### src/rtl/player_input_encoder.sv
// player_input_encoder: debounced direction buttons -> committed turn, life cycle and step strobe
// Ports:
//   clock, reset (async, active-low)
//   btn_up/right/down/left : raw asynchronous buttons, active-high
//   start, game_tick, crash : one-cycle strobes
//   p_info : [1:0] committed dir, [2] alive, [3] step strobe (all registered)
module player_input_encoder #(
  parameter int DEBOUNCE_CYCLES = 250000,
  parameter logic [1:0] START_DIR = 2'b01
) (
  input  logic       clock,
  input  logic       reset,
  input  logic       btn_up,
  input  logic       btn_right,
  input  logic       btn_down,
  input  logic       btn_left,
  input  logic       start,
  input  logic       game_tick,
  input  logic       crash,
  output logic [3:0] p_info
);
  localparam int CW = $clog2(DEBOUNCE_CYCLES) + 1;
  typedef enum logic [1:0] {IDLE, ARMED, RUN, DEAD} state_t;
  state_t state, state_n;
  logic [3:0] raw, s1, s2, deb, deb_q, press;
  logic [CW-1:0] cnt [4];
  logic [1:0] dir, pend_d, sel;
  logic pend_v, legal, commit, rearm, to_dead, step, alive;
  assign raw = {btn_left, btn_down, btn_right, btn_up};
  assign press = deb & ~deb_q;
  assign p_info = {step, alive, dir};
  always_ff @(posedge clock or negedge reset) begin
    if (!reset) begin
      s1 <= '0;
      s2 <= '0;
      deb <= '0;
      deb_q <= '0;
      for (int i = 0; i < 4; i++) cnt[i] <= '0;
    end else begin
      s1 <= raw;
      s2 <= s1;
      deb_q <= deb;
      for (int i = 0; i < 4; i++) begin
        if (s2[i] == deb[i]) cnt[i] <= '0;
        else if (cnt[i] == CW'(DEBOUNCE_CYCLES - 1)) begin
          deb[i] <= s2[i];
          cnt[i] <= '0;
        end else cnt[i] <= cnt[i] + 1'b1;
      end
    end
  end
  // highest-priority press first, then filter against the currently committed dir
  always_comb begin
    sel = press[0] ? 2'b00 : press[1] ? 2'b01 : press[2] ? 2'b10 : 2'b11;
    legal = |press && sel != dir && sel != (dir ^ 2'b10);
  end
  always_comb begin
    state_n = state;
    rearm = 1'b0;
    case (state)
      IDLE, DEAD: if (start) begin
        state_n = ARMED;
        rearm = 1'b1;
      end
      ARMED: if (game_tick) state_n = RUN;
      RUN: if (crash) state_n = DEAD;
      default: state_n = IDLE;
    endcase
    to_dead = state == RUN && crash;
    commit = state == RUN && game_tick && !crash && pend_v;
  end
  always_ff @(posedge clock or negedge reset) begin
    if (!reset) begin
      state <= IDLE;
      dir <= START_DIR;
      alive <= 1'b0;
      step <= 1'b0;
      pend_v <= 1'b0;
      pend_d <= 2'b00;
    end else begin
      state <= state_n;
      alive <= state_n == RUN;
      step <= state == RUN && game_tick && !crash;
      dir <= commit ? pend_d : rearm ? START_DIR : dir;
      // a press arriving with a committing tick survives the commit
      if (rearm || to_dead) pend_v <= 1'b0;
      else if (legal) begin
        pend_v <= 1'b1;
        pend_d <= sel;
      end else if (commit) pend_v <= 1'b0;
    end
  end
endmodule

### config.mk
export PLATFORM = sky130hd
export DESIGN_NAME = player_input_encoder
export DESIGN_NICKNAME = d
export VERILOG_FILES = /design/src/rtl/player_input_encoder.sv
export SDC_FILE = /design/constraint.sdc
export NUM_CORES = 1
export LEC_CHECK = 0
export CAP_MARGIN = 20
export CORE_UTILIZATION = 59
export DETAILED_ROUTE_END_ITERATION = 10
export DONT_BUFFER_PORTS = 1
export PLACE_DENSITY = 0.79
export SLEW_MARGIN = 5
export SYNTH_ARGS = -nofsm -noshare
export SYNTH_HDL_FRONTEND = slang
export SYNTH_SLANG_ARGS = --single-unit
### constraint.sdc
create_clock -name clock -period 2.3 [get_ports clock]
set_clock_uncertainty 0.2 [all_clocks]
set_input_delay 0.23 -clock clock [delete_from_list [all_inputs] [get_ports clock]]
set_output_delay 0.23 -clock clock [all_outputs]
set_load 0.005 [all_outputs]
==> results.md <==
- Of all nets on the critical path, the largest fanout is 5.
- In this run the post-CTS setup repair buffer count came out at 0.
- The final-layout worst hold slack is -635 ps.
- TritonCTS built the clock tree.
- VDD sags by at most 344 uV.
- The endpoint arrival time on the critical path is 2220 ps.
- The die boundary height is 92.1 um.
- The count of mapped cells out of synthesis is 469.
- The synthesized netlist occupies a cell area of 4790 sq um.
- The detail-routed via count per cell is 5.81.
- The clock latency on the worst-skew pair is 360 ps.
- The summed negative setup slack over all endpoints is 0 ps.
- The remaining routing DRC violations is 0.
- The power density relative to cell area is 606 nW/um^2.
- The register-to-register setup slack is 160 ps.
- The worst path meets setup with 160 ps of slack.
- The register bit count reported by yosys is 101.
- Global routing finished with a remaining overflow of 0.
- Measured in cells, the most critical reg-to-reg path has a length of 5.
- The power after layout is 3.15 mW.
- The final antenna-violating net count is 0.
- The final weighted congestion in routability-driven placement is 0.775.
- The first TritonRoute pass finished after 5 iterations.
- 0 antenna diodes ended up in the layout.
- The via count of the first global-routing pass is 3395.
- The net count of the finished layout is 505.
- Entering global routing, the biggest net connects 102 pins.
- The cell sitting at the root of the clock tree is a clkbuf_8.
- Setup violations remaining at the end of the flow were counted as 0.
- In the global route stage, overall resource usage came out at 22.2%.
- The period utilization is 93.1%.
- After clock tree synthesis, the clock-pin slew on the worst setup and hold paths is 90 ps.
- The die is 92.1 um wide.
- The number of sinks on the clock net is 101.
- In this run the critical register-to-register path is launched from cnt[19].
- Summing the sequential cell areas from Yosys gives 52.8% of the chip area.
- The layout cell share with drive strength beyond 1 is 8.48%.
- For this design the static power due to leakage is 2.12 nW.
- The count of buffers inserted at the top-level ports is 0.
- In this run, synthesis inferred 0 flip-flops with an integrated enable.
- The transition time at the pin with the least slew margin is 547 ps.
- The first global-routing pass estimated 15000 um of wire.
- The worst setup slack after placement is 156 ps.
- Counting the fill cells in the layout gives 609.
- The total CTS buffers is 9.
- The type of element launching the critical path is a flip-flop.
- The min-delay analysis places its worst path in the category in2async.
- The total number of yosys warnings is 0.
- The share of flip-flops with an asynchronous set or reset after synthesis is 100%.
- Relative to the synthesized area, the layout overhead comes to 8.59%.
- The final route contains 3467 vias.
- The number of DRC violations after detailed-routing iteration 0 is 128.
- The core outline area is 7810 sq um.
- Among all flip-flop cells after synthesis, the most frequent one is dfrtp_1.
- The number of max-slew violations in the final report is 0.
- The endpoint identified for the worst register-to-register timing path is cnt[35].
- The average detailed-routed wire length per instance is 14.4 um.
- The worst path required time is 2380 ps.
- The setup path with the least slack is of type reg2reg.
- The H-tree was split into 3 levels.
- The half-perimeter wire length after detailed placement is 5810 um.
- The maximum number of buffers from clock root to sink is 2.
- The die footprint is 8480 sq um.
- The flow ran to the end, but the final reports show violations.
- The number of max-cap violations is 0.
- The kind of end point of the critical path is a flip-flop.
- The starting utilization of the core area is 61.3%.
- Static timing analysis puts the maximum clock frequency at 467 MHz.
- Once layout is complete, the utilization of the core stands at 66.6%.
- The clock period minus final worst setup slack is 2140 ps.
- The number of antenna violations at the first check in global routing is 0.
- Hold repair after CTS inserted 8 buffers.
- The net count of the mapped netlist is 484.
- After detailed routing, the total wire length is 8610 um.
- Measured against its own limit, the worst slew margin works out to 63.3%.
- The checks that failed: hold timing.
- A synthesized cell averages 10.2 sq um.
- In this run the count of I/O pins placed on the die edge is 13.
- The count of distinct cell types in the synthesized netlist is 44.
- After floorplanning, the core was divided into 32 placement rows.
- The number of hold violations in the final report is 101.
- Setup repair after global routing left no endpoint under its margin.
[registers in the layout (all words and copies together) (netlist names)]
name	flops
state	2
dir	2
alive	1
cnt	76
deb_q	4
pend_d	2
s2	4
pend_v	1
s1	4
step	1
deb	4
[timing repair]
action | CTS | global route
endpoints found under the hold margin | 112 | 101
gates resized for setup | 0 | 1
endpoints found under the setup margin | 0 | 1
[Yosys cell counts (2+ instances only)]
master / number / share of area, %
o21ai_0: 11 / 1.1
mux2i_1: 4 / 0.84
nand4_2: 4 / 1.0
ha_1: 6 / 1.6
nand3_2: 3 / 0.63
or3_1: 9 / 1.2
xor2_1: 15 / 2.7
nor4b_1: 5 / 0.91
or3b_2: 2 / 0.37
or4_1: 5 / 0.78
nor4_1: 15 / 2.0
a21oi_1: 16 / 1.7
xnor2_1: 44 / 8.0
inv_1: 22 / 1.7
and3_1: 5 / 0.65
nand4_1: 17 / 2.2
o21ai_1: 4 / 0.42
and4_1: 3 / 0.55
o31ai_1: 2 / 0.31
nor2b_1: 5 / 0.65
nor3_1: 18 / 1.9
nand3_1: 26 / 2.7
nor2_1: 76 / 6.0
buf_4: 2 / 0.31
nor4_2: 3 / 0.78
o21ai_2: 2 / 0.37
buf_2: 4 / 0.42
nand2_1: 19 / 1.5
a31o_2: 3 / 0.55
mux2_1: 4 / 0.94
nand2b_1: 3 / 0.39
dfrtp_1: 100 / 52
[placed cells by master, fill, tap and decap left out, types with 3 or more instances in the layout]
cell type and n:
nand4_1 17, xnor2_1 44, a21oi_1 16, nand2_1 19, xor2_1 15, mux2_1 4
nand2b_1 3, nor4b_1 5, clkbuf_1 3, nand4_2 4, or4_1 5, o21ai_0 11
and4_1 3, nor2b_1 5, nor4_2 3, and3_1 5, clkbuf_8 10, ha_1 6
nand3_1 26, dfrtp_1 100, inv_1 22, nor4_1 15, a31o_2 3, or3_1 9
buf_4 9, nor2_1 76, nor3_1 18, mux2i_1 4, o21ai_1 4, dlygate4sd3_1 8
nand3_2 3
[critical path: stages, from the launching register on]
cell and delay [ps]:
dfrtp_1 410, ha_1 210, nand3_1 170, or4_4 610
or3_1 320, a21oi_1 150
[stage by stage]
stage / hold slack [ps] / cell area [sq um] / instances
2_1_floorplan: -266 / 4790 / 469
3_3_place_gp: -263 / 4950 / 573
3_5_place_dp: -263 / 4950 / 573
4_1_cts: -664 / 5200 / 597
5_1_grt: -672 / 5200 / 597
6_report: -635 / 5200 / 597
[how the worst max path moves through the flow]
stage | start | endpoint | slack [ps]
floorplan | cnt[19] | cnt[35] | 320
global placement | state[0] | pend_d[1] | 270
detailed placement | state[0] | pend_d[1] | 160
CTS | state[0] | pend_d[1] | 140
global route | cnt[19] | cnt[35] | 20
finish | cnt[19] | cnt[35] | 160
[cells by family after synthesis]
logic type | synth area share [%]
fa+ha+maj | 1.57
xor+xnor | 10.8
buf+inv | 2.53
flops | 52.8
mux | 1.78
simple gates | 24.8
compound gates | 5.75
[layer usage]
| layer | GRT usage [%] | vias up | share of wire (%) |
|---|---|---|---|
| met2 | 37.3 | 80 | 50 |
| met1 | 28.2 | 1698 | 46 |
| li1 | - | 1683 | - |
| met3 | 5.39 | 6 | 3.5 |
| met4 | 7.29 | 0 | 0.79 |
| met5 | 0 | - | 0 |
[layout make-up]
| cell class | instances | area (sq um) | area share, % |
|---|---|---|---|
| tap | 102 | 128 | 2.45 |
| inverter | 22 | 82.6 | 1.59 |
| multi-input combinational | 339 | 2140 | 41.2 |
| clock buffer | 13 | 149 | 2.86 |
| clock inverter | 3 | 21.3 | 0.409 |
| timing repair buffer | 17 | 148 | 2.84 |
| sequential | 101 | 2530 | 48.6 |
[power by group]
part           switching (mW)  leakage, nW  internal (mW)
Combinational           0.168        0.664          0.130
Clock                   0.564       0.0836          0.425
Sequential             0.0418         1.37           1.82
Note: power is estimated with default switching activity, not from simulation.
